File: src/rtl/pushbutton_conditioner.sv
// pushbutton_conditioner
//   Input stage for the CPU pushbuttons port. Each raw button line is passed
//   through a 2-FF synchroniser and then debounced by its own small FSM and
//   counter; a new level is accepted only after DEBOUNCE_CYCLES consecutive
//   synchronised samples at that value.
//
//   Ports
//     clock        system clock, rising edge
//     reset        synchronous, active-low reset
//     raw_buttons  asynchronous button inputs, 1 = pressed
//     ack          per-bit clear of the sticky press flag (PB_STICKY_EN only)
//     buttons_out  debounced level, or sticky press flag with PB_STICKY_EN
//     press_pulse  one-cycle pulse on each accepted 0->1 transition
//     busy         high while any bit is part-way through a debounce
//
//   Build option
//     PB_STICKY_EN  when defined, buttons_out holds a per-bit flag that is set
//                   by press_pulse and cleared by ack (set wins).

module pushbutton_conditioner #(
    parameter int WIDTH           = 4,
    parameter int DEBOUNCE_CYCLES = 16,
    parameter int CNT_W           = 5
) (
    input  logic             clock,
    input  logic             reset,
    input  logic [WIDTH-1:0] raw_buttons,
    input  logic [WIDTH-1:0] ack,
    output logic [WIDTH-1:0] buttons_out,
    output logic [WIDTH-1:0] press_pulse,
    output logic             busy
);

    typedef enum logic [1:0] {
        STABLE_LOW,
        WAIT_HIGH,
        STABLE_HIGH,
        WAIT_LOW
    } state_t;

    localparam logic [CNT_W-1:0] CNT_ONE  = CNT_W'(1);
    localparam logic [CNT_W-1:0] CNT_LAST = CNT_W'(DEBOUNCE_CYCLES - 1);

    logic [WIDTH-1:0] s1_q, s2_q;
    state_t           state_q [WIDTH];
    state_t           state_d [WIDTH];
    logic [CNT_W-1:0] cnt_q   [WIDTH];
    logic [CNT_W-1:0] cnt_d   [WIDTH];
    logic [WIDTH-1:0] level_q, level_d;
    logic [WIDTH-1:0] pulse_q, pulse_d;
    logic             busy_q, busy_d;

    always_ff @(posedge clock) begin
        if (!reset) begin
            s1_q    <= '0;
            s2_q    <= '0;
            level_q <= '0;
            pulse_q <= '0;
            busy_q  <= 1'b0;
            for (int unsigned i = 0; i < WIDTH; i++) begin
                state_q[i] <= STABLE_LOW;
                cnt_q[i]   <= '0;
            end
        end else begin
            s1_q    <= raw_buttons;
            s2_q    <= s1_q;
            level_q <= level_d;
            pulse_q <= pulse_d;
            busy_q  <= busy_d;
            for (int unsigned i = 0; i < WIDTH; i++) begin
                state_q[i] <= state_d[i];
                cnt_q[i]   <= cnt_d[i];
            end
        end
    end

    always_comb begin
        level_d = level_q;
        pulse_d = '0;
        busy_d  = 1'b0;
        for (int unsigned i = 0; i < WIDTH; i++) begin
            state_d[i] = state_q[i];
            cnt_d[i]   = cnt_q[i];
            case (state_q[i])
                STABLE_LOW: begin
                    if (s2_q[i]) begin
                        state_d[i] = WAIT_HIGH;
                        cnt_d[i]   = CNT_ONE;
                    end else begin
                        cnt_d[i]   = '0;
                    end
                end
                WAIT_HIGH: begin
                    if (!s2_q[i]) begin
                        state_d[i] = STABLE_LOW;
                        cnt_d[i]   = '0;
                    end else if (cnt_q[i] == CNT_LAST) begin
                        state_d[i] = STABLE_HIGH;
                        level_d[i] = 1'b1;
                        pulse_d[i] = 1'b1;
                    end else begin
                        cnt_d[i]   = cnt_q[i] + CNT_ONE;
                    end
                end
                STABLE_HIGH: begin
                    if (!s2_q[i]) begin
                        state_d[i] = WAIT_LOW;
                        cnt_d[i]   = CNT_ONE;
                    end
                end
                WAIT_LOW: begin
                    if (s2_q[i]) begin
                        state_d[i] = STABLE_HIGH;
                        cnt_d[i]   = '0;
                    end else if (cnt_q[i] == CNT_LAST) begin
                        state_d[i] = STABLE_LOW;
                        level_d[i] = 1'b0;
                    end else begin
                        cnt_d[i]   = cnt_q[i] + CNT_ONE;
                    end
                end
                default: begin
                    state_d[i] = STABLE_LOW;
                    cnt_d[i]   = '0;
                end
            endcase
            // busy follows the next state so it changes on the same edge as the FSM
            if (state_d[i] == WAIT_HIGH || state_d[i] == WAIT_LOW) begin
                busy_d = 1'b1;
            end
        end
    end

    assign press_pulse = pulse_q;
    assign busy        = busy_q;

`ifdef PB_STICKY_EN
    logic [WIDTH-1:0] sticky_q;

    // Set is taken from the visible press_pulse, so an ack in the pulse cycle loses
    always_ff @(posedge clock) begin
        if (!reset) begin
            sticky_q <= '0;
        end else begin
            sticky_q <= pulse_q | (sticky_q & ~ack);
        end
    end

    assign buttons_out = sticky_q;
`else
    logic unused_ack;

    assign unused_ack  = ^ack;
    assign buttons_out = level_q;
`endif

endmodule

File: config.mk
export PLATFORM = sky130hd
export DESIGN_NAME = pushbutton_conditioner
export DESIGN_NICKNAME = d
export VERILOG_FILES = /design/src/rtl/pushbutton_conditioner.sv
export SDC_FILE = /design/constraint.sdc
export NUM_CORES = 1
export LEC_CHECK = 0
export ABC_AREA = 1
export CAP_MARGIN = 20
export CORE_MARGIN = 5
export CORE_UTILIZATION = 56
export CTS_CLUSTER_SIZE = 10
export DETAILED_ROUTE_END_ITERATION = 10
export PLACE_DENSITY = 0.82
export SLEW_MARGIN = 20
export SYNTH_ARGS = -nofsm -noshare
export SYNTH_HDL_FRONTEND = slang
export SYNTH_SLANG_ARGS = --single-unit
File: constraint.sdc
create_clock -name clock -period 1.6 [get_ports clock]
set_input_delay 0.16 -clock clock [delete_from_list [all_inputs] [get_ports clock]]
set_output_delay 0.16 -clock clock [all_outputs]
set_load 0.05 [all_outputs]
## Word level (Yosys, flattened, before mapping)

Memory sizes are Yosys's and may differ from the RTL's.
Cells that the tools add are included.

- Flip-flop bits (word level): 17
- Latch bits: 0
- RAM bits: 28
- Bits in read-only memories: 0
- Bits of input ports: 10
- Output and inout bits: 9
- Word-level logic and storage cells: 175
- Memories: 2

- $add $sub $neg: 4
- Multiply operators: 0
- Divide/modulo/power cells: 0
- Magnitude comparators: 0
- Eq/ne operators: 40
- Shifts and indexed selects: 0
- Multiplexer cells: 90
- Bitwise logic cells: 8
- Reduce and logical (&&, ||, !) cells: 20

Memory list:

| memory | depth | width | read ports | clocked after memory_dff | wr ports | RTL line | text |
|---|---|---|---|---|---|---|---|
| cnt_q | 4 | 5 | 4 | 0 | 4 | 47 | `logic [CNT_W-1:0] cnt_q [WIDTH];` |
| state_q | 4 | 2 | 4 | 0 | 4 | 45 | `state_t state_q [WIDTH];` |

Operators by type and width:

| cell | count |
|---|---|
| two-way mux 5 bit | 20 |
| one-hot mux 5 bit (4 select lines) | 4 |
| two-way mux 2 bit | 28 |
| inequality test 2 bit, second input constant | 16 |
| one-hot mux 2 bit (4 select lines) | 4 |
| two-way mux 1 bit | 30 |
| equality test 2 bit, second input constant | 12 |
| adder 5 x 1 -> 5 bit, second input constant | 4 |
| equality test 5 x 4 -> 1 bit, second input constant | 4 |
| AND reduction 5 bit | 4 |
| equality test 2 x 1 -> 1 bit, second input constant | 8 |
| AND reduction 3 bit | 4 |
| zero test 2 bit | 4 |
| bitwise OR 1 bit | 8 |
| one-hot mux 1 bit (2 select lines) | 4 |
| nonzero test 2 bit | 4 |
| logical OR 1 bit | 4 |

## Depth between registers and ports, before layout

Gate-level depths: netlist of the first run.
An unclocked memory read counts as a cell.

- Word-level depth: 11
- Gate-level depth with buffers: 9

## Worst setup path after synthesis of the first run

Ideal clock, no wire load.

- Path type: reg2reg
- From: memory cnt_q[0][0]
- To: register busy_q (netlist: busy)
- Data arrival time: 1.120 ns
- Slack: 0.363 ns
- Stages on the path, launching flop included: 9
- Path buffers: 0
- Period minus slack after synthesis: 1.237 ns
- Cells stage by stage: dfxtp_1 > ha_1 > nand3_2 > nor2_4 > nand2_4 > nand2_2 > nand2_1 > nor2_1 > nor2_1

RTL lines:

| what | RTL line | text |
|---|---|---|
| from (decl) | 47 |  |
| to (signal assigned) | 69 | `busy_q <= busy_d;` |
| to (decl) | 51 | `logic busy_q, busy_d;` |

## Worst setup path after layout of the first run

- From: register busy_q (netlist: busy)
- To: output busy

RTL lines:

| what | RTL line | text |
|---|---|---|
| to (decl) | 31 | `output logic busy` |

No word-level cell between the ends.

==> run metrics, run 1 <==
crit share post-route=97.09%; core box area=3606 um2; die height=70.42 um; DIE AREA=4959 um2; Worst EP required=1440 ps; CP Launch Point=busy$_SDFF_PN0_; # resized after CTS=0; first-pass GRT wire length=6.306 mm; # diodes=0; number of remaining DRC errors=0; syn nets=292; worst hold path class=input port to flip-flop; Max-Cap Viols=0; most common cell after layout, fill and taps aside=nand2_1; Placement Setup Slack=187.6 ps; Final Hold Vio Count=0; Vias/cell=4.882; FMAX=0.6437 GHz; DRT iter0 DRCs=99; clk_lat worst skew=300 ps; Min-Delay Startpoint=raw_buttons[0]; FILL cells=305; Wirelength per Cell=10.38 um; register area=900.9 um2; PD cells=951.6 nW/um2; Setup TNS Final=0 ps; Slew Limit Headroom=65.82%; final wirelength=3.593 mm; largest net degree at the start of global routing=28; GP Congestion=0.8464; reg2reg start=cnt_q[3][0]$_SDFFE_PN0P_; Die X=70.42 um; initial antenna violation count=0; Buf/Inv on CP=1; Avg Inst Size Synth=7.354 um2; crit-path max cell delay=790 ps; DP HPWL=2.488 mm; Least-Margin Pin Slew=508.8 ps; Syn Inst Count=278; critical-path maximum fanout=1; placed cells=338; Net count, final=311; most frequent cells in the layout=nand2_1, dfxtp_1, inv_1; Distinct cells, synth=24; Via Count=1689; worst-path cell chain=clkdlybuf4s50_1; worst endpoint data arrival time=1390 ps; Yosys warnings=0; clk_skew=3.965 ps; critical path's slowest cell=clkdlybuf4s50_1; Tot GR Track Use=15.61%; leak pwr=1.080 nW; post-CTS setup buffers=0; FF+latch count, synth=45; Multi-input gate area=954.7 um2; TritonCTS Sinks=45; CTS tree=yes; P&R area growth vs syn=14.81%; Worst-path clk slew=80 ps; fin util=65.09%; initial core utilization=56.70%; outcome=finished clean; Worst setup SP type=flip-flop; CTS Buffer Depth=2; vias in the first global route=1574; Pre-antenna DRT Iters=4; Slew Viols, Final=0; # H-tree levels=2; Final Critical Period=1553 ps; Seq/Total Area, Yosys=44.06%; Layout Cells excl Fill=346; RSZ-0062 raised after global routing=false; io pins=19; Final ANT Viol Nets=0; Port Buffer Count=14; Num CTS Buffers=5; CP endpoint kind=primary output; Max rail drop VDD=864.4 uV; final setup margin=46.52 ps; Root Buffer=clkbuf_8; synthesized area=2044 um2; Hold-fix buffers, CTS=0; Crit path max-delay family=buffers and inverters; Overflow after GRT=0; endpoints failing setup=0; Rows=22; critical path class=flip-flop to primary output; layout cells sized above 1=15.44%
## layout make-up
class / instances / share of cell area [%]
flip-flops and latches: 45 / 38.38
clock inverters: 3 / 2.772
well taps: 48 / 2.559
inverters: 42 / 6.716
multi-input cells: 187 / 40.67
repair buffers: 16 / 5.970
clock buffers: 5 / 2.932
## report_power, final
group,internal [mW],switching (mW)
clock network,0.620,0.388
logic,0.0311,0.0510
registers,1.13,0.00986
## cells in the mapped netlist
cell      instances  area [um2]
nand2_1          84       315.3
dfxtp_1          45       900.9
inv_1            33       123.9
nor2_1           21       78.83
a21oi_1          19       95.09
o21ai_0          12       60.06
nand3_1          10       50.05
inv_2             8       30.03
nand3_2           6       60.06
nor2_4            6       67.56
nor3_1            6       30.03
nand2_2           5       31.28
xor2_1            5       43.79
ha_1              4       50.05
nand4_1           3       18.77
buf_2             2       10.01
nor3_2            2       20.02
a21oi_2           1       8.760
buf_4             1       7.510
clkbuf_8          1       13.76
clkinv_1          1       3.750
nand2_4           1       11.26
o21ai_1           1       5.000
xnor2_1           1       8.760
## flip-flops by register name, summed over array words and instances (netlist names)
register / count
busy: 1
buttons_out: 4
cnt_q: 20
press_pulse: 4
s1_q: 4
s2_q: 4
state_q: 8
## cell families after synthesis
kind of cell	share of synthesized area [%]
and+or+nand+nor	33.42
xor gates and xnor gates	2.570
AOI/OAI and AO/OA	8.262
adders and majority gates	2.448
buffers and inverters	9.241
DFF	44.06
## worst paths after layout
path	endpoint	slack, ps	cells past startpoint
min	s1_q[0]$_SDFF_PN0_	390	3
max reg2reg	busy$_SDFF_PN0_	150	8
min reg2reg	s2_q[2]$_SDFF_PN0_	410	2
max	busy	50	1
## per-stage QoR
step / hold slack, ps / instance area, um2 / power, mW
final: 390.1 / 2347 / 2.234
after global routing: 402.6 / 2347 / 2.309
after CTS: 385.2 / 2345 / 2.249
after detailed placement: 396.6 / 2211 / 1.252
after global placement: 393.0 / 2211 / 1.249
after floorplan: 257.6 / 2044 / 1.225
## routing by layer
layer | track usage (%) | vias up | wire length (um)
met5 | 0 | - | 0
met4 | 7.234 | 0 | 56
met3 | 5.180 | 5 | 150
met2 | 26.92 | 31 | 1678
met1 | 17.12 | 751 | 1707
li1 | - | 902 | -
Power figures use the tool's default switching activity.
==> inputs of run 2 (changes only) <==
- TNS_END_PERCENT: unset -> 1
==> results of run 2 <==
No change in the layout: final DEF, timing and power equal those of run 1.
